### src/rtl/cond_logic_pkg.sv
// Shared definitions for the condition-evaluation slice: condition codes,
// NZCV bit positions and flag-write enables.
package cond_logic_pkg;

  localparam logic [3:0] COND_EQ   = 4'h0;
  localparam logic [3:0] COND_NE   = 4'h1;
  localparam logic [3:0] COND_CS   = 4'h2;
  localparam logic [3:0] COND_CC   = 4'h3;
  localparam logic [3:0] COND_MI   = 4'h4;
  localparam logic [3:0] COND_PL   = 4'h5;
  localparam logic [3:0] COND_VS   = 4'h6;
  localparam logic [3:0] COND_VC   = 4'h7;
  localparam logic [3:0] COND_HI   = 4'h8;
  localparam logic [3:0] COND_LS   = 4'h9;
  localparam logic [3:0] COND_GE   = 4'hA;
  localparam logic [3:0] COND_LT   = 4'hB;
  localparam logic [3:0] COND_GT   = 4'hC;
  localparam logic [3:0] COND_LE   = 4'hD;
  localparam logic [3:0] COND_AL   = 4'hE;
  localparam logic [3:0] COND_RSVD = 4'hF;

  localparam int FLAG_N = 3;
  localparam int FLAG_Z = 2;
  localparam int FLAG_C = 1;
  localparam int FLAG_V = 0;

  localparam logic [1:0] FLAG_W_NZ = 2'b10;
  localparam logic [1:0] FLAG_W_CV = 2'b01;

  // Overlay the ALU flags onto the held flags for the enabled groups only.
  function automatic logic [3:0] merge_flags(input logic [3:0] cur,
                                             input logic [3:0] alu,
                                             input logic [1:0] fw);
    logic [3:0] res;
    res = cur;
    if ((fw & FLAG_W_NZ) != 2'b00) begin
      res[FLAG_N] = alu[FLAG_N];
      res[FLAG_Z] = alu[FLAG_Z];
    end
    if ((fw & FLAG_W_CV) != 2'b00) begin
      res[FLAG_C] = alu[FLAG_C];
      res[FLAG_V] = alu[FLAG_V];
    end
    return res;
  endfunction

endpackage

### src/rtl/cond_logic_cond_check.sv
// Purely combinational ARM-style condition evaluator: maps a condition field
// and an NZCV value to pass/illegal. Kept standalone for reuse.
module cond_check
  import cond_logic_pkg::*;
(
  input  logic [3:0] cond,
  input  logic [3:0] nzcv,
  output logic       pass,
  output logic       illegal
);

  logic n, z, c, v;

  assign n = nzcv[FLAG_N];
  assign z = nzcv[FLAG_Z];
  assign c = nzcv[FLAG_C];
  assign v = nzcv[FLAG_V];

  always_comb begin
    pass    = 1'b0;
    illegal = 1'b0;
    case (cond)
      COND_EQ:   pass = z;
      COND_NE:   pass = ~z;
      COND_CS:   pass = c;
      COND_CC:   pass = ~c;
      COND_MI:   pass = n;
      COND_PL:   pass = ~n;
      COND_VS:   pass = v;
      COND_VC:   pass = ~v;
      COND_HI:   pass = c & ~z;
      COND_LS:   pass = ~c | z;
      COND_GE:   pass = (n == v);
      COND_LT:   pass = (n != v);
      COND_GT:   pass = ~z & (n == v);
      COND_LE:   pass = z | (n != v);
      COND_AL:   pass = 1'b1;
      default:   illegal = 1'b1;
    endcase
  end

endmodule

### src/rtl/cond_logic.sv
// Holds the NZCV register, evaluates the execute-stage condition and
// registers the condition-gated side-effect controls into the memory stage.
module cond_logic
  import cond_logic_pkg::*;
#(
  parameter logic [3:0] RESET_FLAGS = 4'b0000,
  parameter bit         FLAG_BYPASS = 1'b0
) (
  input  logic       clk,
  input  logic       reset,
  input  logic       ex_valid,
  input  logic       stall,
  input  logic       flush,
  input  logic [3:0] cond,
  input  logic [1:0] flag_w,
  input  logic       pc_src_d,
  input  logic       reg_write_d,
  input  logic       mem_write_d,
  input  logic       no_write_d,
  input  logic [3:0] alu_flags,
  output logic       cond_ex,
  output logic       illegal_cond,
  output logic [3:0] flags,
  output logic       pc_src_m,
  output logic       reg_write_m,
  output logic       mem_write_m,
  output logic       valid_m
);

  logic [3:0] flags_d, flags_q;
  logic       pc_src_m_d, pc_src_m_q;
  logic       reg_write_m_d, reg_write_m_q;
  logic       mem_write_m_d, mem_write_m_q;
  logic       valid_m_d, valid_m_q;
  logic [3:0] dec_flags;
  logic       cc_pass, cc_illegal, pass_ex;

  // Bypass merges the pending write ungated by the pass result, which keeps
  // the decode free of a combinational loop through cond_ex.
  assign dec_flags = FLAG_BYPASS ? merge_flags(flags_q, alu_flags, flag_w) : flags_q;

  cond_check u_cond_check (
    .cond    (cond),
    .nzcv    (dec_flags),
    .pass    (cc_pass),
    .illegal (cc_illegal)
  );

  always_comb begin
    pass_ex       = ex_valid & ~flush & cc_pass;
    flags_d       = flags_q;
    pc_src_m_d    = pc_src_m_q;
    reg_write_m_d = reg_write_m_q;
    mem_write_m_d = mem_write_m_q;
    valid_m_d     = valid_m_q;
    if (!stall) begin
      if (pass_ex) flags_d = merge_flags(flags_q, alu_flags, flag_w);
      pc_src_m_d    = pc_src_d & pass_ex;
      reg_write_m_d = reg_write_d & ~no_write_d & pass_ex;
      mem_write_m_d = mem_write_d & pass_ex;
      valid_m_d     = ex_valid & ~flush;
    end
  end

  always_ff @(posedge clk) begin
    if (reset) begin
      flags_q       <= RESET_FLAGS;
      pc_src_m_q    <= 1'b0;
      reg_write_m_q <= 1'b0;
      mem_write_m_q <= 1'b0;
      valid_m_q     <= 1'b0;
    end else begin
      flags_q       <= flags_d;
      pc_src_m_q    <= pc_src_m_d;
      reg_write_m_q <= reg_write_m_d;
      mem_write_m_q <= mem_write_m_d;
      valid_m_q     <= valid_m_d;
    end
  end

  assign cond_ex      = pass_ex;
  assign illegal_cond = ex_valid & cc_illegal;
  assign flags        = flags_q;
  assign pc_src_m     = pc_src_m_q;
  assign reg_write_m  = reg_write_m_q;
  assign mem_write_m  = mem_write_m_q;
  assign valid_m      = valid_m_q;

endmodule

### config.mk
export PLATFORM = sky130hd
export DESIGN_NAME = cond_logic
export DESIGN_NICKNAME = d
export VERILOG_FILES = /design/src/rtl/cond_logic_pkg.sv /design/src/rtl/cond_logic_cond_check.sv /design/src/rtl/cond_logic.sv
export SDC_FILE = /design/constraint.sdc
export NUM_CORES = 1
export LEC_CHECK = 0
export BUFFER_PORTS_ARGS = -buffer_cell sky130_fd_sc_hd__buf_2
export CAP_MARGIN = 10
export CORE_MARGIN = 5
export CORE_UTILIZATION = 45
export DETAILED_ROUTE_END_ITERATION = 16
export HOLD_SLACK_MARGIN = 0.06
export MAX_ROUTING_LAYER = met4
export PLACE_DENSITY = 0.77
export REMOVE_ABC_BUFFERS = 1
export SLEW_MARGIN = 5
export SYNTH_ARGS = -nofsm -noshare
export SYNTH_HDL_FRONTEND = slang
export SYNTH_SLANG_ARGS = --single-unit
### constraint.sdc
create_clock -name clk -period 3.89 [get_ports clk]
set_input_delay 0.1945 -clock clk [delete_from_list [all_inputs] [get_ports clk]]
set_output_delay 0.1945 -clock clk [all_outputs]
set_load 0.01 [all_outputs]
==> flow_summary.yaml, run 1 <==
placement:
  io_buffers: 28
  hpwl_um: 1306
  place_congestion: 0.7632
timing:
  setup_viol: 0
  min_period_ns: 2.107
  fmax_ghz: 0.4746
  final_hold_viol_count: 0
  fin_crit_sh_pct: 54.16
  setup_tns_ns: 0
  slew_headroom_pct: 71.77
  finClkSkew_ns: 0.003960
  grt_setup_unrepaired: "false"
  slew_violations: 0
  tightest_slew_ns: 0.4234
floorplanning:
  rows: 14
  die_x_um: 49.81
  pin_count: 29
  fp.dieH_um: 49.81
  start_util_pct: 47.34
  core_mm2: 0.001506
  dieArea_mm2: 0.002481
detailed_routing:
  drc_errors: 0
  totalWireLength_um: 1686
  drtPass1Iterations: 4
  drtIter0Drc: 9
  wire_per_inst_um: 13.60
  vias: 698
  routed_via_density: 5.629
  ant_nets: 0
cells_and_area:
  final_cell_mix: "28 x buf_2, 9 x nand2b_1, 8 x dfxtp_1"
  regArea_um2: 160.2
  nets: 129
  n_fill_cell: 153
  diodes: 0
  multi_input_area_um2: 521.8
  layout-drive-gt1-share_pct: 37.96
  layout_commonest_cell: "buf_2"
  area_growth_pct: 21.75
global_route:
  globalRouteOverflowTotal: 0
  grt_pass1_vias: 647
  grt_pass1_wl_um: 2760
  antenna_found_initial: 0
  grt_max_degree: 14
  track_usage_pct: 14.46
cts:
  cts_resized: 0
  cts_tree: "done"
  cts_setup_buffers: 0
  clkTransAtPathRegs_ns: 0.05
  clk_path_buf_depth: 2
  clock_latency_ns: 0.25
  cts_max_level: 1
  ctsHoldBuffers: 0
  cts-root-buf: "clkbuf_4"
  cts-buffers-inserted: 3
  clkSinkCount: 8
yosys:
  synth_warnings: 0
  synth_cell_types: 36
  synth_area_leaders: "dfxtp_1 22%, nand2b_1 7.9%, nor4b_1 4.9%"
  synthCells: 81
  ys_seq_area_share_pct: 22.46
  syn_area_um2: 713.2
  synth.avg_cell_area_um2: 8.805
  yosys_register_bits: 8
  synth_top_area_share_pct: 22.46
  yosys.area.top_type: "dfxtp_1"
critical_path:
  critPathLaunchType: "flop"
  critPathMaxStageDelay_ns: 0.45
  worst-endpoint-arrival_ns: 1.91
  worstSetupPathType: "flop to output port"
  startpoint: "flags[0]$_SDFFE_PP0P_"
  regToRegStartpoint: "flags[0]$_SDFFE_PP0P_"
  path_cells: "xnor2_1 -> o221ai_2 -> a32oi_2 -> nand4_4 -> nor2_4 -> nor2_1 -> buf_2"
  critPathRequiredTime_ns: 3.70
  cpLargestDelayFamily: "flip-flops"
  critPathMaxFanout: 9
  critPathBufInv: 1
  end_kind: "output port"
  crit_slowest_cell: "dfxtp_1"
outcome:
  status: "finished, final reports clean"
hold_path:
  hp-class: "primary input to flop"
  hold_path.startpoint: "no_write_d"
power:
  p_per_area_mw_per_mm2: 239.3
  p_leak_nw: 0.3303
  power_uw: 207.8
  ir_drop_mv: 0.1509
run:
  timing.max_cap.violations: 0
path summary, 6_finish.rpt:
kind | slack (ns) | endpoint | cells after the start
max reg2reg | 2.12 | flags[3]$_SDFFE_PP0P_ | 6
min | 0.22 | reg_write_m$_SDFFE_PP0N_ | 3
min reg2reg | 0.47 | valid_m$_SDFFE_PP0N_ | 2
max | 1.78 | cond_ex | 7
worst register-to-register path, stage by stage, from the launching register on:
cell and delay, ns:
dfxtp_1 0.45, xnor2_1 0.22, o221ai_2 0.15, a32oi_2 0.28
nand4_4 0.19, o21ai_0 0.19, o311ai_0 0.14
area by class of cell:
cell class / instances / area share, %
sequential: 8 / 18.44
inverter: 1 / 0.4323
tap: 16 / 2.305
timing repair buffer: 28 / 16.14
clock buffer: 3 / 2.594
multi-input combinational: 68 / 60.09
registers in the layout, summed over array words and instances, names as in the netlist:
name         flops
flags            4
mem_write_m      1
pc_src_m         1
reg_write_m      1
valid_m          1
metrics by stage:
step | hold WS, ns | setup slack [ns] | instances | util, % | instance area (um2)
floorplan | 0.2636 | 2.178 | 77 | - | 685.7
global placement | 0.4304 | 2.041 | 121 | 56.15 | 845.8
detailed placement | 0.4500 | 2.031 | 121 | 56.15 | 845.8
CTS | 0.2112 | 1.752 | 124 | 57.64 | 868.3
global route | 0.2176 | 1.642 | 124 | 57.64 | 868.3
finish | 0.2194 | 1.783 | 124 | 57.64 | 868.3
cells in the mapped netlist:
| cell | number |
|---|---|
| nand2b_1 | 9 |
| dfxtp_1 | 8 |
| nand2_1 | 7 |
| o21ai_0 | 7 |
| nor2b_1 | 4 |
| nor4b_1 | 4 |
| o21bai_1 | 4 |
| o311ai_0 | 4 |
| nor2_1 | 3 |
| xnor2_1 | 3 |
| a21oi_1 | 2 |
| or4b_1 | 2 |
| a211oi_1 | 1 |
| a32oi_2 | 1 |
| and2_1 | 1 |
| buf_2 | 1 |
| buf_4 | 1 |
| buf_6 | 1 |
| clkbuf_1 | 1 |
| inv_1 | 1 |
| mux2i_1 | 1 |
| nand2_2 | 1 |
| nand3b_1 | 1 |
| nand4_4 | 1 |
| nand4b_1 | 1 |
| nor2_4 | 1 |
| o211ai_1 | 1 |
| o221ai_2 | 1 |
| o22ai_1 | 1 |
| o31ai_2 | 1 |
| o32ai_4 | 1 |
| or3_1 | 1 |
| or3b_1 | 1 |
| or3b_2 | 1 |
| or4b_2 | 1 |
| or4b_4 | 1 |
logic make-up after synthesis:
| kind of cell | Yosys count | share of synthesized area, % |
|---|---|---|
| AO/OA/AOI/OAI | 24 | 28.42 |
| XOR/XNOR | 3 | 3.685 |
| buffers and inverters | 5 | 4.385 |
| flip-flops | 8 | 22.46 |
| multiplexers | 1 | 1.404 |
| AND/OR/NAND/NOR | 40 | 39.65 |
per-layer routing:
| metal | global-route usage (%) | share of wire (%) | vias to the layer above |
|---|---|---|---|
| met2 | 23.31 | 52 | 17 |
| li1 | - | - | 365 |
| met5 | - | 0 | - |
| met1 | 17.06 | 43 | 314 |
| met4 | 9.170 | 1.1 | 0 |
| met3 | 1.205 | 4.0 | 2 |
report_power, final:
part	internal, mW	switching, mW
logic	0.0254	0.0321
registers	0.0845	0.00316
clock network	0.0352	0.0274
total	0.145	0.0627
Power figures use the tool's default switching activity.
==> run 2: changes to the inputs <==
--- a/config.mk
+++ b/config.mk
@@ -8,11 +8,11 @@
 export BUFFER_PORTS_ARGS = -buffer_cell sky130_fd_sc_hd__buf_2
 export CAP_MARGIN = 10
 export CORE_MARGIN = 5
-export CORE_UTILIZATION = 45
+export CORE_UTILIZATION = 42
 export DETAILED_ROUTE_END_ITERATION = 16
 export HOLD_SLACK_MARGIN = 0.06
 export MAX_ROUTING_LAYER = met4
-export PLACE_DENSITY = 0.77
+export PLACE_DENSITY = 0.76
 export REMOVE_ABC_BUFFERS = 1
 export SLEW_MARGIN = 5
 export SYNTH_ARGS = -nofsm -noshare
==> constraint.sdc (replaced) <==
create_clock -name clk -period 1.7 [get_ports clk]
set_input_delay 0.085 -clock clk [delete_from_list [all_inputs] [get_ports clk]]
set_output_delay 0.085 -clock clk [all_outputs]
set_load 0.01 [all_outputs]
==> flow_summary.yaml, run 2 (synthesis results as in run 1) <==
power:
  p_leak_nw: 0.3889
  power_uw: 522.1
  ir_drop_mv: 0.3701
  p_per_area_mw_per_mm2: 534.9
critical_path:
  end_kind: "output port"
  critPathLaunchType: "flop"
  worstSetupPathType: "flop to output port"
  critPathMaxFanout: 4
  worst-endpoint-arrival_ns: 1.74
  r2r_slack_ns: -0.10
  critPathRequiredTime_ns: 1.62
placement:
  io_buffers: 28
  pre_cts_slack_ns: -0.02906
  place_area_um2: 905.9
  hpwl_um: 1533
  place_congestion: 0.8323
detailed_routing:
  vias: 783
  drtIter0Drc: 23
  wire_per_inst_um: 15.05
  drtPass1Iterations: 4
  ant_nets: 0
  totalWireLength_um: 2032
  routed_via_density: 5.800
  drc_errors: 0
cts:
  cts_tree: "done"
  clk_path_buf_depth: 2
  cts_max_level: 1
  cts-root-buf: "clkbuf_4"
  ctsHoldBuffers: 0
  clkTransAtPathRegs_ns: 0.06
  clkSinkCount: 8
  clock_latency_ns: 0.26
  cts-buffers-inserted: 3
floorplanning:
  pin_count: 29
  core_mm2: 0.001559
  dieArea_mm2: 0.002622
  start_util_pct: 45.75
  die_x_um: 51.21
  rows: 14
  fp.dieH_um: 51.21
timing:
  setup_tns_ns: -0.3745
  slew_headroom_pct: 71.79
  worst_slack_ns: -0.1223
  setup_viol: 6
  hold_ws_ns: 0.09690
  tightest_slew_ns: 0.4232
  grt_setup_unrepaired: "true"
  min_period_ns: 1.822
  fmax_ghz: 0.5488
  final_hold_viol_count: 0
  finClkSkew_ns: 0.001449
  slew_violations: 0
  fin_crit_sh_pct: 107.2
cells_and_area:
  design_area_um2: 975.9
  diodes: 0
  nets: 140
  area_growth_pct: 36.84
  layout-drive-gt1-share_pct: 47.90
  largest_reg_flops: 4
  layout_commonest_cell: "buf_2"
  final_cell_mix: "28 x buf_2, 11 x buf_4, 9 x nand2b_1"
  n_fill_cell: 149
global_route:
  track_usage_pct: 17.59
  globalRouteOverflowTotal: 0
  antenna_found_initial: 0
  grt_max_degree: 14
  grt_pass1_wl_um: 3415
  grt_pass1_vias: 713
run:
  timing.max_cap.violations: 0
outcome:
  violations: "negative setup slack"
  status: "complete, but fails checks"
hold_path:
  hp-class: "primary input to flop"
## run 2: critical path: stages (launching register included)
cell      delay (ns)
dfxtp_2         0.34
or4b_4          0.52
o221ai_2        0.08
a32oi_2         0.16
nand4_4         0.11
nor2_4          0.05
nor2_1          0.08
buf_2           0.13
## run 2: per-stage QoR
stage	std cells	utilization, %
2_1_floorplan	77	-
3_3_place_gp	129	58.11
3_5_place_dp	129	58.11
4_1_cts	135	61.72
5_1_grt	135	62.60
6_report	135	62.60
## run 2: final cells by class
cell class	count	area, um2	share of cell area (%)
Multi-Input combinational cell	68	544.3	55.77
Inverter	1	3.754	0.3846
Tap cell	16	20.02	2.051
Clock buffer	3	22.52	2.308
Timing Repair Buffer	39	222.7	22.82
Sequential cell	8	162.7	16.67
## run 2: per-layer routing
| metal | vias up | global-route usage (%) | part of all wire (%) |
|---|---|---|---|
| met2 | 25 | 29.18 | 51 |
| li1 | 385 | - | - |
| met1 | 369 | 20.70 | 43 |
| met5 | - | - | 0 |
| met4 | 0 | 7.623 | 1.3 |
| met3 | 4 | 3.198 | 4.5 |
## run 2: worst paths after layout
kind / from / to / cells past startpoint
max: flags[2]$_SDFFE_PP0P_ / cond_ex / 7
min: flush / valid_m$_SDFFE_PP0N_ / 3
max reg2reg: flags[2]$_SDFFE_PP0P_ / flags[1]$_SDFFE_PP0P_ / 7
min reg2reg: pc_src_m$_SDFFE_PP0N_ / pc_src_m$_SDFFE_PP0N_ / 2
## run 2: what timing repair did
action / in CTS / in global routing
cloned: 0 / 0
setup endpoints to repair: 4 / 8
pin swaps: 5 / 1
resized for setup: 4 / 4
setup buffers: 3 / 0
endpoints found under the hold margin: 0 / 0
## run 2: where the power goes
part	leakage (nW)	internal [mW]	total (mW)	switching, mW
combinational	0.309	0.0801	0.169	0.0885
sequential	0.0657	0.193	0.199	0.00516
clock	0.0138	0.0814	0.155	0.0735
total	0.389	0.355	0.522	0.167
